File: config.mk
export PLATFORM = sky130hd
export DESIGN_NAME = stream_sorter
export DESIGN_NICKNAME = d
export VERILOG_FILES = /design/src/rtl/stream_sorter_pkg.sv /design/src/rtl/sort_cmp_swap.sv /design/src/rtl/stream_sorter.sv
export SDC_FILE = /design/constraint.sdc
export NUM_CORES = 1
export LEC_CHECK = 0
export BUFFER_PORTS_ARGS = -buffer_cell sky130_fd_sc_hd__clkbuf_2
export CAP_MARGIN = 20
export CELL_PAD_IN_SITES_DETAIL_PLACEMENT = 0
export CELL_PAD_IN_SITES_GLOBAL_PLACEMENT = 1
export CORE_AREA = 3 3 149 108
export DETAILED_ROUTE_END_ITERATION = 8
export DIE_AREA = 0 0 152 111
export PLACE_DENSITY = 0.93
export SYNTH_ARGS = -nofsm -noshare
export SYNTH_HDL_FRONTEND = slang
export SYNTH_HIERARCHICAL = 1
export SYNTH_SLANG_ARGS = --single-unit
File: constraint.sdc
create_clock -name clk -period 6.55 [get_ports clk]
set_clock_uncertainty 0.1 [all_clocks]
set_input_delay 0.3275 -clock clk [delete_from_list [all_inputs] [get_ports clk]]
set_output_delay 0.3275 -clock clk [all_outputs]
set_load 0.03 [all_outputs]
File: src/rtl/stream_sorter_pkg.sv
// Shared types and constants for the streaming odd-even transposition sorter.
package stream_sorter_pkg;

    typedef enum logic [1:0] {
        IDLE = 2'd0,
        SORT = 2'd1,
        DONE = 2'd2
    } state_t;

    // Sort direction, sampled with each frame.
    localparam logic ASC  = 1'b0;
    localparam logic DESC = 1'b1;

endpackage

File: src/rtl/sort_cmp_swap.sv
// Compare-exchange cell: lo goes to the lower index, hi to the higher one.
// Equal operands never swap, so the sort is stable within a pair.
module sort_cmp_swap
    import stream_sorter_pkg::*;
#(
    parameter int WIDTH = 8
) (
    input  logic [WIDTH-1:0] a,
    input  logic [WIDTH-1:0] b,
    input  logic             desc,
    output logic [WIDTH-1:0] lo,
    output logic [WIDTH-1:0] hi,
    output logic             swapped
);

    assign swapped = (desc == ASC) ? (a > b) : (a < b);
    assign lo      = swapped ? b : a;
    assign hi      = swapped ? a : b;

endmodule

File: src/rtl/stream_sorter.sv
// Sequential sorter: captures one frame, runs one odd-even transposition pass
// per clock and exits after two consecutive swap-free passes or after N passes.
module stream_sorter
    import stream_sorter_pkg::*;
#(
    parameter int WIDTH = 8,
    parameter int N     = 8,
    parameter int PW    = $clog2(N) + 1
) (
    input  logic               clk,
    input  logic               rst,
    input  logic               in_valid,
    output logic               in_ready,
    input  logic [N*WIDTH-1:0] in_data,
    input  logic               in_desc,
    output logic               out_valid,
    input  logic               out_ready,
    output logic [N*WIDTH-1:0] out_data,
    output logic [PW-1:0]      out_passes
);

    localparam int            HALF   = N / 2;
    localparam logic [PW-1:0] LAST_K = PW'(N - 1);

    state_t                    state;
    logic [N-1:0][WIDTH-1:0]   data;
    logic [N-1:0][WIDTH-1:0]   nxt;
    logic                      desc;
    logic                      prev_zero;
    logic                      any_swap;
    logic                      exit_now;
    logic [PW-1:0]             k;

    logic [HALF-1:0][WIDTH-1:0] ca, cb, clo, chi;
    logic [HALF-1:0]            csw;

    // One cell per even pair; odd passes shift the cells by one element.
    // The last cell has no odd-pass pair and its result is ignored then.
    generate
        for (genvar i = 0; i < HALF; i++) begin : g_cell
            if (i < HALF - 1) begin : g_mid
                assign ca[i] = k[0] ? data[2*i+1] : data[2*i];
                assign cb[i] = k[0] ? data[2*i+2] : data[2*i+1];
            end else begin : g_last
                assign ca[i] = data[2*i];
                assign cb[i] = data[2*i+1];
            end
            sort_cmp_swap #(.WIDTH(WIDTH)) u_cs (
                .a       (ca[i]),
                .b       (cb[i]),
                .desc    (desc),
                .lo      (clo[i]),
                .hi      (chi[i]),
                .swapped (csw[i])
            );
        end
    endgenerate

    // Assemble the frame after the current pass and OR the swap flags.
    always_comb begin
        nxt      = data;
        any_swap = 1'b0;
        if (!k[0]) begin
            for (int i = 0; i < HALF; i++) begin
                nxt[2*i]   = clo[i];
                nxt[2*i+1] = chi[i];
                any_swap   = any_swap | csw[i];
            end
        end else begin
            for (int i = 0; i < HALF - 1; i++) begin
                nxt[2*i+1] = clo[i];
                nxt[2*i+2] = chi[i];
                any_swap   = any_swap | csw[i];
            end
        end
    end

    // Two quiet passes in a row (one of each parity) mean the frame is sorted.
    assign exit_now = (k == LAST_K) || ((k != '0) && !any_swap && prev_zero);

    assign out_data = data;

    // Control FSM with registered handshake outputs.
    always_ff @(posedge clk or posedge rst) begin
        if (rst) begin
            state      <= IDLE;
            in_ready   <= 1'b1;
            out_valid  <= 1'b0;
            out_passes <= '0;
            data       <= '0;
            desc       <= ASC;
            k          <= '0;
            prev_zero  <= 1'b0;
        end else begin
            case (state)
                IDLE: begin
                    if (in_valid) begin
                        data      <= in_data;
                        desc      <= in_desc;
                        k         <= '0;
                        prev_zero <= 1'b0;
                        in_ready  <= 1'b0;
                        state     <= SORT;
                    end
                end
                SORT: begin
                    data      <= nxt;
                    prev_zero <= !any_swap;
                    if (exit_now) begin
                        out_passes <= k + PW'(1);
                        out_valid  <= 1'b1;
                        state      <= DONE;
                    end else begin
                        k <= k + PW'(1);
                    end
                end
                DONE: begin
                    if (out_ready) begin
                        out_valid <= 1'b0;
                        in_ready  <= 1'b1;
                        state     <= IDLE;
                    end
                end
                default: begin
                    state     <= IDLE;
                    in_ready  <= 1'b1;
                    out_valid <= 1'b0;
                end
            endcase
        end
    end

endmodule

==> flow_metrics.tcl, run 1 <==
set metrics [dict create \
    status "completed" \
    grt_use_total_pct 20.84 \
    grt_max_degree 98 \
    critPathRequiredTime_ns 6.67 \
    syn_area_per_cell_um2 9.095 \
    cp_data_arrival_time_ns 4.70 \
    cp-start-kind "register" \
    setup_tns_ns 0 \
    wire_per_inst_um 17.45 \
    ys_seq_area_share_pct 29.02 \
    post-route-period-util_pct 69.93 \
    rsz0062_at_grt "false" \
    whs_endpoint "out_data[62]" \
    rr_startpoint "k[0]" \
    syn_area_um2 6730 \
    vias_per_cell 5.394 \
    die_y_um 111 \
    fmax_ghz 0.2183 \
    yosysWarningCount 6 \
    cts_tree "yes" \
    cts_buffers 9 \
    antenna_left 0 \
    antenna_cells 0 \
    final_cell_mix "clkbuf_2, nand2_1, mux2_2" \
    synth_nets 843 \
    rr_worst_depth 10 \
    cts-root-buf "clkbuf_16" \
    routabilityCongestion 0.9011 \
    clock_path_buffers 2 \
    antenna_found_initial 0 \
    timing.rr.end "out_passes[0]" \
    drt-total-wl_um 18010 \
    ys_ff_latch 78 \
    vias 5567 \
    area_delta_synth_final_pct 13.85 \
    drc 0 \
    grt-ovfl-total 0 \
    final_common_cell "clkbuf_2" \
    drv_cap 0 \
    endpoint_kind "register" \
    crit_type "reg -> reg" \
    synth_async_sr_flop_share_pct 100.0 \
    clk_pin_slew_ns 0.06 \
    r2r_slack_ns 1.97 \
    hold_ws_ns 0.1163 \
    grt_pass1_vias 5159 \
    cts.sinks 78 \
    design_area_um2 7662 \
    drt-initial-drc-count 394 \
    core-area_um2 14630 \
    placed_area_um2 7315 \
    critical_path.max_fanout 59 \
    synth_ff_type "dfrtp_1" \
    maxSlewHeadroom_pct 40.94 \
    syn_inst 740 \
    tightest_slew_ns 0.8858 \
    fin_nets 936 \
    dp_hpwl_um 13410 \
    die_x_um 152 \
    drive_gt1_share_pct 34.65 \
    ys_types 43 \
    nFillCells 1360 \
    drv_slew 0 \
    io-pin-count 139 \
    synth_edf_count 0 \
    hp-class "in -> reg" \
    dieArea_um2 16870 \
    first_pass_iters 5 \
    h-tree-depth 3 \
    rows 37 \
    clock_latency_ns 0.34 \
    io_buffers 138 \
    cts_setup_buffers 0 \
    hold_depth 3 \
    setup_viol 0 \
    grt_pass1_wl_um 28410 \
    min_period_ns 4.580 \
    min_from "in_data[62]" \
    start_util_pct 46.01 \
    hold_violations 0 \
]
==> worst max-delay path by stage <==
stage | start | endpoint | slack, ns
2_1_floorplan | k[0] | out_passes[0] | 2.88
3_3_place_gp | k[0] | out_passes[1] | 2.12
3_5_place_dp | k[0] | out_passes[1] | 2.06
4_1_cts | k[0] | out_passes[0] | 2.01
5_1_grt | k[0] | out_passes[0] | 1.76
6_report | k[0] | out_passes[0] | 1.97
==> logic make-up (layout without fill, tap and decap cells) <==
group | after synthesis | after routing | share of synthesized area (%)
and+or+nand+nor | 200 | 200 | 13.01
xor gates and xnor gates | 2 | 2 | 0.2603
DFF | 78 | 78 | 29.02
buffers and inverters | 102 | 199 | 8.812
AOI/OAI and AO/OA | 156 | 156 | 13.18
muxes | 168 | 168 | 29.39
adders and majority gates | 34 | 34 | 6.321
==> worst max-delay path, cell delays in order, from the launching register on <==
cell and delay, ns:
dfrtp_4 0.95, buf_4 0.41, mux2_2 0.41, ha_1 0.34
a21oi_1 0.22, a211oi_1 0.10, a211o_1 0.62, nor3_2 0.42
nand4_4 0.20, a21oi_4 0.31, mux2_4 0.33
==> flip-flops by register name, summed over array words and instances, names as in the netlist <==
register    flops
out_data       64
k               4
out_passes      4
state           2
desc            1
in_ready        1
out_valid       1
prev_zero       1
==> synthesized netlist by cell type (5+ instances only) <==
library cell / instances / share of area (%)
buf_4: 19 / 2.1
clkbuf_1: 8 / 0.45
mux2_2: 77 / 13
buf_2: 29 / 2.2
mux2_4: 40 / 8.9
ha_1: 34 / 6.3
o21ai_0: 39 / 2.9
o21ai_1: 10 / 0.74
buf_6: 5 / 0.84
a211o_1: 5 / 0.65
nand2b_1: 8 / 0.74
nor2_1: 70 / 3.9
dfrtp_1: 77 / 29
nand4_1: 9 / 0.84
a21oi_1: 65 / 4.8
a31oi_1: 16 / 1.5
nand2_1: 89 / 5.0
mux2i_1: 51 / 7.6
nor2b_1: 5 / 0.46
inv_1: 37 / 2.1
nor3_1: 6 / 0.45
==> cell type report <==
cell class,instances,area [um^2],area share [%]
Clock buffer,11,242.7,3.168
Tap cell,195,244.0,3.184
Sequential cell,78,1957,25.54
Clock inverter,4,95.09,1.241
Multi-Input combinational cell,560,4203,54.85
Inverter,37,140.1,1.829
Timing Repair Buffer,147,780.7,10.19
==> per-stage QoR <==
| stage | setup WS [ns] | utilization [%] | instances |
|---|---|---|---|
| global route | 1.759 | 52.38 | 1032 |
| detailed placement | 2.062 | 50.00 | 1016 |
| global placement | 2.116 | 49.81 | 1015 |
| finish | 1.970 | 52.38 | 1032 |
| floorplan | 2.883 | - | 740 |
| CTS | 2.012 | 52.38 | 1032 |
==> layer usage <==
layer	wire, um	vias to the layer above	track usage [%]
met5	0	-	0
met4	93	0	2.994
met3	1384	9	4.097
met2	7141	204	28.17
met1	9391	2591	34.20
li1	-	2763	-
==> repair_timing <==
| action | 4_1_cts | 5_1_grt |
|---|---|---|
| gates resized for setup | 0 | 0 |
| setup endpoints to repair | 0 | 0 |
| hold endpoints to repair | 35 | 0 |
| hold buffers | 1 | 0 |
Power of run 1 is not shown: default switching activity piles up to over one toggle a cycle in this logic, so the estimate is an artifact.
==> inputs of run 2 (changes only) <==
--- a/config.mk
+++ b/config.mk
@@ -9,10 +9,10 @@
 export CAP_MARGIN = 20
 export CELL_PAD_IN_SITES_DETAIL_PLACEMENT = 0
 export CELL_PAD_IN_SITES_GLOBAL_PLACEMENT = 1
-export CORE_AREA = 3 3 149 108
+export CORE_AREA = 3 3 156 112
 export DETAILED_ROUTE_END_ITERATION = 8
-export DIE_AREA = 0 0 152 111
-export PLACE_DENSITY = 0.93
+export DIE_AREA = 0 0 159 115
+export PLACE_DENSITY = 0.87
 export SYNTH_ARGS = -nofsm -noshare
 export SYNTH_HDL_FRONTEND = slang
 export SYNTH_HIERARCHICAL = 1
==> constraint.sdc (replaced) <==
create_clock -name clk -period 4.3 [get_ports clk]
set_clock_uncertainty 0.1 [all_clocks]
set_input_delay 0.215 -clock clk [delete_from_list [all_inputs] [get_ports clk]]
set_output_delay 0.215 -clock clk [all_outputs]
set_load 0.03 [all_outputs]
==> run 2 against run 1 <==
  * Cell count up 4.6%
  * Worst setup slack worse by 1.6 ns
  * First-iteration DRC count up 8.9%
  * Via count up 0.86%
  * Sequential share of layout area down 0.64 points
  * Die area up 8.4%
  * Routed wire length up 4.4%
  * Worst hold slack worse by 0.11 ns
  * Critical path type unchanged
  * Highest routed layer unchanged
==> flow_metrics.tcl, run 2 (synthesis results as in run 1) <==
set metrics [dict create \
    rsz0062_at_grt "false" \
    cts_buffers 9 \
    min_period_ns 3.946 \
    grt_pass1_wl_um 29590 \
    cp-startpoint "k[0]" \
    critPathRequiredTime_ns 4.44 \
    area.sequential_um2 1957 \
    nFillCells 1581 \
    hp-class "in -> reg" \
    hold_violations 0 \
    first_pass_iters 4 \
    io_buffers 138 \
    routabilityCongestion 0.8702 \
    final_common_cell "clkbuf_2" \
    largest_reg_flops 64 \
    setup_tns_ns 0 \
    rows 39 \
    place_inst 1053 \
    crit_path_end "out_passes[3]" \
    endpoint_kind "register" \
    fin_nets 952 \
    post-route-period-util_pct 91.76 \
    clock_path_buffers 2 \
    critical-path-top-delay-family "compound AO/OA/AOI/OAI gates" \
    cts_tree "yes" \
    rr_worst_depth 11 \
    start_util_pct 41.54 \
    drv_cap 0 \
    dp_hpwl_um 14130 \
    grt_pass1_vias 5218 \
    drt-initial-drc-count 429 \
    path_depth 11 \
    max_stage_delay_ns 0.74 \
    instances_no_fill 1079 \
    vias 5615 \
    maxSlewHeadroom_pct 43.78 \
    clock_latency_ns 0.36 \
    final_cell_mix "clkbuf_2, nand2_1, mux2_2" \
    status "completed" \
    crit_buf_inv 1 \
    timing.rr.end "out_passes[3]" \
    cp_data_arrival_time_ns 4.08 \
    io-pin-count 139 \
    rr_startpoint "k[0]" \
    drt-total-wl_um 18810 \
    area_delta_synth_final_pct 16.77 \
    antenna_found_initial 0 \
    fmax_ghz 0.2534 \
    cts_hold_buf 10 \
    cts_setup_buffers 0 \
    critical_path.max_fanout 34 \
    crit_chain "buf_12 -> mux2_2 -> ha_1 -> nor2b_1 -> o211ai_1 -> a211oi_1 -> a211o_1 -> nor3_2 -> nand4_4 -> a21oi_4 -> mux2_4" \
    setup_viol 0 \
    multi_input_area_um2 4203 \
    drive_gt1_share_pct 34.89 \
    cp-start-kind "register" \
    hold_depth 3 \
    vias_per_cell 5.204 \
    antenna_left 0 \
    r2r_slack_ns 0.35 \
    crit_type "reg -> reg" \
    grt_max_degree 73 \
    drc 0 \
    clk_pin_slew_ns 0.07 \
    cts.sinks 78 \
    cts-root-buf "clkbuf_16" \
    grt_use_total_pct 20.52 \
    antenna_cells 0 \
    slowest_stage "dfrtp_4" \
    grt-ovfl-total 0 \
    dieArea_um2 18290 \
    wire_per_inst_um 17.43 \
    tightest_slew_ns 0.8433 \
    core-area_um2 16200 \
    die_y_um 115 \
    post_cts_resized 0 \
    h-tree-depth 3 \
    drv_slew 0 \
    die_x_um 159 \
]
run 2: routing by layer:
metal  share of wire [%]  vias up  global-route usage, %
li1                    -     2800                      -
met2                  37      189                  26.66
met1                  56     2610                  33.64
met5                   0        -                      0
met3                 5.8       16                  4.501
met4                0.90        0                  4.257
run 2: worst min-delay path: stages:
cell and delay (ns):
clkbuf_2 0.08, nand2_1 0.05, a31oi_1 0.08
run 2: metrics by stage:
| step | util [%] | setup WS [ns] | hold slack (ns) | area, um^2 |
|---|---|---|---|---|
| 2_1_floorplan | - | 0.6334 | 0.2484 | 6730 |
| 3_3_place_gp | 45.74 | 0.4565 | 0.2342 | 7410 |
| 3_5_place_dp | 45.74 | 0.3725 | 0.2466 | 7410 |
| 4_1_cts | 48.51 | 0.3674 | 0.0005825 | 7859 |
| 5_1_grt | 48.51 | 0.1279 | 0.02034 | 7859 |
| 6_report | 48.51 | 0.3543 | 0.003569 | 7859 |
run 2: final cells by class:
class	count	share of cell area, %
multi-input combinational	560	53.48
sequential	78	24.90
timing repair buffer	163	11.81
tap	225	3.582
clock buffer	11	3.089
inverter	37	1.783
clock inverter	5	1.353
run 2: how the worst min path moves through the flow:
stage	from	endpoint	slack, ns
finish	in_data[5]	out_data[5]	0.004
global placement	rst	out_data[57]	0.23
detailed placement	rst	out_data[62]	0.25
floorplan	out_ready	in_ready	0.25
CTS	in_data[5]	out_data[5]	0.0006
global route	in_data[5]	out_data[5]	0.02
Power of run 2 is left out for the same reason.
==> inputs of run 3 (changes only) <==
--- a/config.mk
+++ b/config.mk
@@ -10,9 +10,12 @@
 export CELL_PAD_IN_SITES_DETAIL_PLACEMENT = 0
 export CELL_PAD_IN_SITES_GLOBAL_PLACEMENT = 1
 export CORE_AREA = 3 3 156 112
+export CTS_BUF_LIST = sky130_fd_sc_hd__clkbuf_16
+export CTS_CLUSTER_DIAMETER = 120
 export DETAILED_ROUTE_END_ITERATION = 8
 export DIE_AREA = 0 0 159 115
 export PLACE_DENSITY = 0.87
+export SKIP_CTS_REPAIR_TIMING = 1
 export SYNTH_ARGS = -nofsm -noshare
 export SYNTH_HDL_FRONTEND = slang
 export SYNTH_HIERARCHICAL = 1
==> run 3 against run 2 <==
  * Die area unchanged
  * The run now ends with negative hold slack left
  * Routed wire length fell by 0.17%
  * Largest cell class unchanged
  * Final area is 1.3% lower
  * Via count shrank 0.14%
  * First-iteration DRC count up 1.4%
==> flow_metrics.tcl, run 3 (synthesis results as in run 1) <==
set metrics [dict create \
    timing.rr.end "out_passes[3]" \
    hold_violations 3 \
    dp_hpwl_um 14130 \
    grt_max_degree 73 \
    tightest_slew_ns 0.8421 \
    cts-root-buf "clkbuf_16" \
    area_delta_synth_final_pct 15.28 \
    min_period_ns 3.986 \
    antenna_cells 0 \
    start_util_pct 41.54 \
    routabilityCongestion 0.8702 \
    fin_util_pct 47.89 \
    die_y_um 115 \
    h-tree-depth 3 \
    cts_buffers 9 \
    hold_ws_ns -0.008320 \
    setup_viol 0 \
    rr_worst_depth 11 \
    grt_pass1_vias 5186 \
    io_buffers 138 \
    clock_latency_ns 0.35 \
    cp-start-kind "register" \
    max_stage_delay_ns 0.75 \
    antenna_left 0 \
    drt-total-wl_um 18780 \
    drv_slew 0 \
    crit_type "reg -> reg" \
    drt-initial-drc-count 435 \
    fin_nets 943 \
    final_common_cell "clkbuf_2" \
    dieArea_um2 18290 \
    cts_tree "yes" \
    drc 0 \
    drive_gt1_share_pct 35.15 \
    grt-ovfl-total 0 \
    rsz0062_at_grt "false" \
    cts.sinks 78 \
    whs_endpoint "out_data[1]" \
    fmax_ghz 0.2509 \
    maxSlewHeadroom_pct 43.86 \
    min_from "in_data[1]" \
    core-area_um2 16200 \
    final_cell_mix "clkbuf_2, nand2_1, mux2_2" \
    first_pass_iters 4 \
    grt_pass1_wl_um 29460 \
    vias_per_cell 5.240 \
    grt_use_total_pct 20.46 \
    setup_tns_ns 0 \
    critical_path.max_fanout 34 \
    violations "negative hold slack" \
    hold_depth 3 \
    clk_pin_slew_ns 0.07 \
    r2r_slack_ns 0.31 \
    rows 39 \
    slowest_stage "dfrtp_4" \
    drv_cap 0 \
    io-pin-count 139 \
    endpoint_kind "register" \
    critPathRequiredTime_ns 4.44 \
    vias 5607 \
    clock_path_buffers 2 \
    rr_startpoint "k[0]" \
    cp_data_arrival_time_ns 4.12 \
    hp-class "in -> reg" \
    crit_chain "buf_12 -> mux2_2 -> ha_1 -> nor2b_1 -> o211ai_1 -> a211oi_1 -> a211o_1 -> nor3_2 -> nand4_4 -> a21oi_4 -> mux2_4" \
    status "complete, but fails checks" \
    antenna_found_initial 0 \
    die_x_um 159 \
    post-route-period-util_pct 92.70 \
    wire_per_inst_um 17.55 \
    largest_reg_flops 64 \
]
-- run 3: cell count changes in the layout (fill, tap and decap cells not counted) --
cell           change
clkinv_1           +1
clkbuf_8           -1
inv_1              +1
clkbuf_1           -1
dlygate4sd3_1      -9
-- run 3: layout make-up --
type	count	area (um^2)
clock buffer	9	225.2
multi-input combinational	560	4203
fill	1593	8442
inverter	37	140.1
timing repair buffer	154	838.3
sequential	78	1957
clock inverter	7	113.9
tap	225	281.5
-- run 3: metal layers --
layer,up-vias,routed length [um],GRT usage (%)
met5,-,0,0
met4,0,169,4.257
met3,16,1186,4.537
met2,200,6980,26.49
met1,2605,10440,33.60
li1,2786,-,-
-- run 3: how the worst max path moves through the flow --
stage,startpoint,to,cells after the start
floorplan,k[0],out_passes[0],16
global placement,k[0],out_passes[1],11
detailed placement,k[0],out_passes[1],11
CTS,k[0],out_passes[0],11
global route,k[0],out_data[46],12
finish,k[0],out_passes[3],11
-- run 3: stage by stage --
| step | instance area (um^2) | cells | worst slack [ns] |
|---|---|---|---|
| after floorplan | 6730 | 740 | 0.6334 |
| after detailed placement | 7410 | 1053 | 0.3725 |
| after CTS | 7749 | 1069 | 0.3676 |
| after global placement | 7410 | 1053 | 0.4565 |
| after global routing | 7759 | 1070 | 0.1273 |
| final | 7759 | 1070 | 0.3139 |
-- run 3: critical path, delay by kind of cell (launching register included) --
family                     cells  cell delay (ns)
adders and majority gates      1             0.31
buffers and inverters          1             0.27
AOI/OAI and AO/OA              4             0.97
DFF                            1             0.75
and+or+nand+nor                3             0.73
muxes                          2             0.71
Power of run 3 is left out for the same reason.
